==> config.mk <==
export PLATFORM = sky130hd
export DESIGN_NAME = gestor_alarma_flat
export DESIGN_NICKNAME = d
export VERILOG_FILES = /design/src/rtl/gestor_alarma_pkg.sv /design/src/rtl/gestor_alarma_if.sv /design/src/rtl/gestor_alarma_parpadeo.sv /design/src/rtl/gestor_alarma.sv /design/src/flat_wrapper.sv
export SDC_FILE = /design/constraint.sdc
export NUM_CORES = 1
export LEC_CHECK = 0
export ABC_AREA = 1
export BUFFER_PORTS_ARGS = -buffer_cell sky130_fd_sc_hd__clkbuf_2
export CAP_MARGIN = 0
export CORE_ASPECT_RATIO = 0.8
export CORE_MARGIN = 2
export CORE_UTILIZATION = 45
export CTS_BUF_LIST = sky130_fd_sc_hd__clkbuf_4 sky130_fd_sc_hd__clkbuf_8 sky130_fd_sc_hd__clkbuf_16
export CTS_CLUSTER_DIAMETER = 120
export DETAILED_ROUTE_END_ITERATION = 8
export SLEW_MARGIN = 20
export SYNTH_ARGS = -nofsm -noshare
export SYNTH_HDL_FRONTEND = slang
export SYNTH_SLANG_ARGS = --single-unit
==> constraint.sdc <==
create_clock -name clk -period 1.3 [get_ports clk]
set_input_delay 0.26 -clock clk [delete_from_list [all_inputs] [get_ports clk]]
set_output_delay 0.26 -clock clk [all_outputs]
set_load 0.01 [all_outputs]
==> src/rtl/gestor_alarma_pkg.sv <==
// Shared types and constants for the alarm manager.
package alarma_pkg;

    typedef enum logic [1:0] {
        NORMAL   = 2'd0,
        SOSPECHA = 2'd1,
        ALARMA   = 2'd2,
        RECUPERA = 2'd3
    } estado_alarma_t;

    localparam logic [7:0] EVENTOS_MAX      = 8'd255;
    localparam int         N_ACTIVAR_DEF    = 4;
    localparam int         N_DESACTIVAR_DEF = 4;
    localparam int         DIV_PARPADEO_DEF = 25_000_000;

endpackage

==> src/rtl/gestor_alarma_if.sv <==
// Sample/acknowledge inputs and user-facing alarm outputs of the alarm manager.
interface gestor_alarma_if;

    logic       muestra_valida;
    logic       fuera_rango;
    logic       reconocer;
    logic       alarma;
    logic       led_alarma;
    logic       buzzer;
    logic [1:0] estado;
    logic [7:0] n_eventos;

    // Producer of samples/acknowledge, consumer of the alarm outputs.
    modport master (
        output muestra_valida, fuera_rango, reconocer,
        input  alarma, led_alarma, buzzer, estado, n_eventos
    );

    // The alarm manager itself.
    modport slave (
        input  muestra_valida, fuera_rango, reconocer,
        output alarma, led_alarma, buzzer, estado, n_eventos
    );

endinterface

==> src/rtl/gestor_alarma_parpadeo.sv <==
// LED blink generator: toggles its output every DIV enabled cycles and
// parks at 1 with a cleared counter while disabled, so every blink
// sequence starts high with a deterministic phase.
module generador_parpadeo #(
    parameter int DIV = 25_000_000
) (
    input  logic clk,
    input  logic rst_n,
    input  logic habilitar,
    output logic salida
);

    localparam int W = (DIV > 2) ? $clog2(DIV) : 1;
    localparam logic [W-1:0] ULTIMO = W'(DIV - 1);

    logic [W-1:0] cnt_q;
    logic [W-1:0] cnt_d;
    logic         salida_q;
    logic         salida_d;

    // Next counter/toggle value: hold at reset phase while disabled.
    always_comb begin
        cnt_d    = cnt_q;
        salida_d = salida_q;
        if (!habilitar) begin
            cnt_d    = '0;
            salida_d = 1'b1;
        end else if (cnt_q == ULTIMO) begin
            cnt_d    = '0;
            salida_d = ~salida_q;
        end else begin
            cnt_d    = cnt_q + {{(W-1){1'b0}}, 1'b1};
            salida_d = salida_q;
        end
    end

    // Counter and toggle flop.
    always_ff @(posedge clk or negedge rst_n) begin
        if (!rst_n) begin
            cnt_q    <= '0;
            salida_q <= 1'b0;
        end else begin
            cnt_q    <= cnt_d;
            salida_q <= salida_d;
        end
    end

    assign salida = salida_q;

endmodule

==> src/rtl/gestor_alarma.sv <==
// Alarm manager: qualifies the comparator's out-of-range flag with
// consecutive-sample persistence and drives LED, buzzer and event count.
module gestor_alarma
    import alarma_pkg::*;
#(
    parameter int N_ACTIVAR    = N_ACTIVAR_DEF,
    parameter int N_DESACTIVAR = N_DESACTIVAR_DEF,
    parameter int DIV_PARPADEO = DIV_PARPADEO_DEF
) (
    input  logic            clk,
    input  logic            rst_n,
    gestor_alarma_if.slave  bus
);

    localparam logic [3:0] N_ACT_C = 4'(N_ACTIVAR);
    localparam logic [3:0] N_DES_C = 4'(N_DESACTIVAR);

    estado_alarma_t estado_q;
    estado_alarma_t estado_d;
    logic [3:0]     cnt_q;
    logic [3:0]     cnt_d;
    logic           evento_s;

    logic           alarma_q;
    logic           alarma_d;
    logic           buzzer_q;
    logic           buzzer_d;
    logic           ack_q;
    logic           ack_d;
    logic [7:0]     n_eventos_q;
    logic [7:0]     n_eventos_d;
    logic           parpadeo_s;

    // State register: FSM state and persistence counter.
    always_ff @(posedge clk or negedge rst_n) begin
        if (!rst_n) begin
            estado_q <= NORMAL;
            cnt_q    <= 4'd0;
        end else begin
            estado_q <= estado_d;
            cnt_q    <= cnt_d;
        end
    end

    // Next-state logic, advanced only on valid samples.
    always_comb begin
        estado_d = estado_q;
        cnt_d    = cnt_q;
        evento_s = 1'b0;
        if (bus.muestra_valida) begin
            case (estado_q)
                NORMAL: begin
                    if (bus.fuera_rango) begin
                        if (N_ACT_C == 4'd1) begin
                            estado_d = ALARMA;
                            cnt_d    = 4'd0;
                            evento_s = 1'b1;
                        end else begin
                            estado_d = SOSPECHA;
                            cnt_d    = 4'd1;
                        end
                    end else begin
                        estado_d = NORMAL;
                    end
                end
                SOSPECHA: begin
                    if (bus.fuera_rango) begin
                        if (cnt_q + 4'd1 == N_ACT_C) begin
                            estado_d = ALARMA;
                            cnt_d    = 4'd0;
                            evento_s = 1'b1;
                        end else begin
                            cnt_d    = cnt_q + 4'd1;
                        end
                    end else begin
                        estado_d = NORMAL;
                        cnt_d    = 4'd0;
                    end
                end
                ALARMA: begin
                    if (!bus.fuera_rango) begin
                        if (N_DES_C == 4'd1) begin
                            estado_d = NORMAL;
                            cnt_d    = 4'd0;
                        end else begin
                            estado_d = RECUPERA;
                            cnt_d    = 4'd1;
                        end
                    end else begin
                        estado_d = ALARMA;
                    end
                end
                RECUPERA: begin
                    if (!bus.fuera_rango) begin
                        if (cnt_q + 4'd1 == N_DES_C) begin
                            estado_d = NORMAL;
                            cnt_d    = 4'd0;
                        end else begin
                            cnt_d    = cnt_q + 4'd1;
                        end
                    end else begin
                        // Relapse during recovery: same event, no new count.
                        estado_d = ALARMA;
                        cnt_d    = 4'd0;
                    end
                end
                default: begin
                    estado_d = NORMAL;
                    cnt_d    = 4'd0;
                end
            endcase
        end else begin
            estado_d = estado_q;
        end
    end

    // Output logic: next values of alarm level, acknowledge, buzzer, event count.
    always_comb begin
        alarma_d = (estado_d == ALARMA) || (estado_d == RECUPERA);

        // A new event or a return to NORMAL clears the flag and wins over reconocer.
        if (evento_s || (estado_d == NORMAL)) begin
            ack_d = 1'b0;
        end else if (bus.reconocer && alarma_q) begin
            ack_d = 1'b1;
        end else begin
            ack_d = ack_q;
        end

        buzzer_d = alarma_d & ~ack_d;

        if (evento_s && (n_eventos_q != EVENTOS_MAX)) begin
            n_eventos_d = n_eventos_q + 8'd1;
        end else begin
            n_eventos_d = n_eventos_q;
        end
    end

    // Output register so every user-facing signal comes straight from a flop.
    always_ff @(posedge clk or negedge rst_n) begin
        if (!rst_n) begin
            alarma_q    <= 1'b0;
            buzzer_q    <= 1'b0;
            ack_q       <= 1'b0;
            n_eventos_q <= 8'd0;
        end else begin
            alarma_q    <= alarma_d;
            buzzer_q    <= buzzer_d;
            ack_q       <= ack_d;
            n_eventos_q <= n_eventos_d;
        end
    end

    // Blinking only while the alarm is up and not yet acknowledged.
    generador_parpadeo #(
        .DIV (DIV_PARPADEO)
    ) u_parpadeo (
        .clk       (clk),
        .rst_n     (rst_n),
        .habilitar (alarma_q & ~ack_q),
        .salida    (parpadeo_s)
    );

    assign bus.alarma     = alarma_q;
    assign bus.buzzer     = buzzer_q;
    assign bus.led_alarma = alarma_q & (ack_q | parpadeo_s);
    assign bus.estado     = estado_q;
    assign bus.n_eventos  = n_eventos_q;

endmodule

==> src/flat_wrapper.sv <==
// flat-port wrapper written by rule: the top's interface ports become plain ports
module gestor_alarma_flat import alarma_pkg::*;
#(
    parameter int N_ACTIVAR    = N_ACTIVAR_DEF,
    parameter int N_DESACTIVAR = N_DESACTIVAR_DEF,
    parameter int DIV_PARPADEO = DIV_PARPADEO_DEF
)
  (clk, rst_n, bus_muestra_valida, bus_fuera_rango, bus_reconocer, bus_alarma, bus_led_alarma, bus_buzzer, bus_estado, bus_n_eventos);
  gestor_alarma_if bus_i ();
  input  logic clk;
  input  logic rst_n;
  input wire logic [$bits(bus_i.muestra_valida)-1:0] bus_muestra_valida;
  input wire logic [$bits(bus_i.fuera_rango)-1:0] bus_fuera_rango;
  input wire logic [$bits(bus_i.reconocer)-1:0] bus_reconocer;
  output wire logic [$bits(bus_i.alarma)-1:0] bus_alarma;
  output wire logic [$bits(bus_i.led_alarma)-1:0] bus_led_alarma;
  output wire logic [$bits(bus_i.buzzer)-1:0] bus_buzzer;
  output wire logic [$bits(bus_i.estado)-1:0] bus_estado;
  output wire logic [$bits(bus_i.n_eventos)-1:0] bus_n_eventos;
  assign bus_i.muestra_valida = bus_muestra_valida;
  assign bus_i.fuera_rango = bus_fuera_rango;
  assign bus_i.reconocer = bus_reconocer;
  assign bus_alarma = bus_i.alarma;
  assign bus_led_alarma = bus_i.led_alarma;
  assign bus_buzzer = bus_i.buzzer;
  assign bus_estado = bus_i.estado;
  assign bus_n_eventos = bus_i.n_eventos;
  gestor_alarma #(.N_ACTIVAR(N_ACTIVAR), .N_DESACTIVAR(N_DESACTIVAR), .DIV_PARPADEO(DIV_PARPADEO)) u_core (.clk(clk), .rst_n(rst_n), .bus(bus_i));
endmodule
==> metrics.md <==
| Metric | Value |
|---|---|
| Async SR Flop Fraction | `100%` |
| Net Count, Synth | `347` |
| Max Buffers Root-to-Sink | `2` |
| Worst Hold End | `u_core.ack_q` |
| Clock-pin slew on the worst setup and hold paths | `0.08 ns` |
| CP dominant cell by count | `nor2_4` |
| CP peak stage delay | `0.36 ns` |
| Routed Antenna Nets | `0` |
| Worst vdd ir | `730 uV` |
| Iteration-0 DRC Markers | `143` |
| Setup WS pre-CTS | `-0.220 ns` |
| GRT overflow | `0` |
| Htree depth | `2` |
| Full die area | `6270 um2` |
| CTS tree | `done` |
| MaxCap Viol Count | `0` |
| Failing checks | `setup timing` |
| Main synth FF type | `dfrtp_1` |
| CP Buf/Inv Count | `2` |
| I/O Pins | `18` |
| Count of pins over their slew limit | `0` |
| Number of flops mapped to enable cells by yosys | `0` |
| Clk sinks | `43` |
| Final worst path period share | `117%` |
| Fill count | `441` |
| Worst Path Required | `1.48 ns` |
| Slew HR | `76.9%` |
| Drt pass-1 iters | `4` |
| Final #Nets | `449` |
| Final hold viol count | `0` |
| Number of synthesized register bits | `43` |
| CP startpoint kind | `flop` |
| Hold path startpoint | `bus_reconocer` |
| Hold/Removal Path Class | `in2reg` |
| CP endpoint kind | `flop` |
| Worst path top cell family by delay | `simple AND/OR/NAND/NOR gates` |
| P per Cell Area | `857 nW/um2` |
| Setup repair after global routing missed its margin | `yes` |
| First-pass GRT wire length | `11200 um` |
| Root Buffer | `clkbuf_8` |
| Dpl hpwl | `4950 um` |
| CP max stage cell | `dfrtp_1` |
| Post-DP Area | `3270 um2` |
| Post-synth top cells | `nand2_1, nor2_1, dfrtp_1` |
| Distinct cell type count after synthesis | `27` |
| Yosys warns | `0` |
| Avg Inst Size Synth | `7.52 um2` |
| Final instance area | `3880 um2` |
| Top cell type's share of synthesized area | `42.3%` |
| Top-count cell post-synth | `nand2_1` |
| Leak | `1.76 nW` |
| Total negative slack | `-5.02 ns` |
| R2R setup slack | `-0.22 ns` |
| Die span in y | `71.2 um` |
| Clk Latency, worst-skew pair | `0.29 ns` |
| DRC errors left | `0` |
| Initial antenna violation count | `0` |
| Synth top area cells | `dfrtp_1, nand2_1, nor2_1` |
| Yosys top cell by area | `dfrtp_1` |
| Area Growth Syn to Fin | `52.5%` |
| Post-Syn Instances | `338` |
| Drt wl/cell | `13.8 um` |
| Final Skew | `0.00205 ns` |
| DR vias | `2541` |
| Buffers on Ports | `17` |
| Vias in the first global route | `2412` |
| Die width | `88.0 um` |
| Fin worst setup slack | `-0.217 ns` |
| GPL Wtd Cong | `0.917` |
| Vias per Instance | `4.90` |
| Setup violators final | `34` |
| Fin Hold WS | `0.295 ns` |
| R2r worst-path depth | `10` |
| Post-layout util | `70.9%` |
| Cell breakdown of the critical path | `ha_2 > nand2_2 > nor2_4 > buf_6 > nand3_4 > nor2_4 > nand2_4 > buf_8 > nand3_2 > nor2_1` |
| TritonCTS buffer count | `5` |
| Worst Max-Slew Pin Slew | `0.347 ns` |
| RR Endpoint | `u_core.u_parpadeo.cnt_q[18]` |
| Mapped Area | `2540 um2` |
| Largest net degree at the start of global routing | `33` |
| Max Fclk | `659 MHz` |
| Critical R2R Launch | `u_core.u_parpadeo.cnt_q[0]` |
| Worst-path fanout max | `7` |
| Ant diodes | `0` |
| GR Util All Layers | `23.2%` |
| CP Data Arrival Time | `1.70 ns` |
| Min-Delay Path Depth | `5` |
| WL final | `7160 um` |
| Layout cells sized above 1 | `47.6%` |
| Crit path time final | `1.52 ns` |
| CP Class | `reg2reg` |
| Share of the yosys chip area belonging to registers | `42.3%` |
| Status | `complete, but fails checks` |
| Cell Rows | `24` |
| Core Region | `5470 um2` |
| Initial Util | `46.5%` |
-- cell usage in the layout, fill, tap and decap left out, drive strengths merged --
master	Yosys	layout
xor2	7	7
dlygate4sd3	0	1
o32ai	1	1
xnor2	6	6
nor2	73	73
nand3	26	26
clkbuf	1	24
inv	39	39
a32o	1	1
nand2	97	98
nand4	16	16
dfrtp	43	43
nor3	5	5
or2	1	1
ha	4	4
buf	2	79
o21ai	6	6
a31oi	2	2
clkinv	0	1
nor3b	1	1
nand3b	1	1
a21oi	6	6
-- worst max-delay path by stage --
stage                               startpoint                     endpoint  slack [ns]  cells after the start
floorplan           u_core.u_parpadeo.cnt_q[0]  u_core.u_parpadeo.cnt_q[14]       -0.10                      9
global placement               u_core.cnt_q[1]      u_core.bus.n_eventos[1]       -0.20                      9
detailed placement             u_core.cnt_q[0]      u_core.bus.n_eventos[4]       -0.22                     10
CTS                            u_core.cnt_q[0]            u_core.bus.buzzer       -0.18                     12
global route                   u_core.cnt_q[1]            u_core.bus.buzzer       -0.29                     11
finish              u_core.u_parpadeo.cnt_q[0]  u_core.u_parpadeo.cnt_q[18]       -0.22                     10
-- metal layers --
metal,track usage (%),up-vias,routed length (um)
li1,-,1280,-
met1,36.1,1208,3600
met2,33.4,49,3210
met3,4.03,4,290
met4,6.23,0,62
met5,0,-,0
-- cells by family after synthesis --
| family | share of synthesized area (%) |
|---|---|
| buf+inv | 6.79 |
| simple gates | 40.8 |
| fa+ha+maj | 1.97 |
| flops | 42.3 |
| compound gates | 3.59 |
| xor+xnor | 4.48 |
-- worst reg2reg max path, cell delays in order, from the launching register on --
cell and delay, ns:
dfrtp_1 0.36, ha_2 0.19, nand2_2 0.07, nor2_4 0.11
buf_6 0.11, nand3_4 0.06, nor2_4 0.11, nand2_4 0.12
buf_8 0.17, nand3_2 0.07, nor2_1 0.04
-- per-stage QoR --
stage / power [W] / cells
after floorplan: 0.00190 / 338
after global placement: 0.00218 / 498
after detailed placement: 0.00219 / 498
after CTS: 0.00319 / 515
after global routing: 0.00352 / 519
final: 0.00332 / 519
-- area by class of cell --
class                   instances  area [um2]  share of cell area (%)
multi-input cells             254        1720                    44.3
flip-flops and latches         43        1080                    27.9
repair buffers                 97         746                    19.2
inverters                      39         146                    3.78
well taps                      78        97.6                    2.52
clock buffers                   7        83.8                    2.16
clock inverters                 1        5.00                   0.129
-- report_power, final --
part | leakage [nW] | switching [W] | total [W] | internal, W
sequential | 0.568 | 0.0000916 | 0.00152 | 0.00142
combinational | 1.14 | 0.000536 | 0.000933 | 0.000397
clock | 0.0491 | 0.000456 | 0.000875 | 0.000420
-- sequential cells by signal, summed over array words and instances (netlist names) --
register	cells
u_core.cnt_q	4
u_core.u_parpadeo.salida	1
u_core.bus.estado	2
u_core.ack_q	1
u_core.u_parpadeo.cnt_q	25
u_core.bus.alarma	1
u_core.bus.n_eventos	8
u_core.bus.buzzer	1
-- what timing repair did --
action / 4_1_cts / 5_1_grt
buffers inserted: 7 / 4
hold endpoints to repair: 11 / 0
endpoints found under the setup margin: 38 / 41
resized for setup: 42 / 66
pin swaps: 22 / 32
hold buffers: 1 / 0
gates cloned: 1 / 0
No activity file was read; power rests on OpenSTA's default activity.
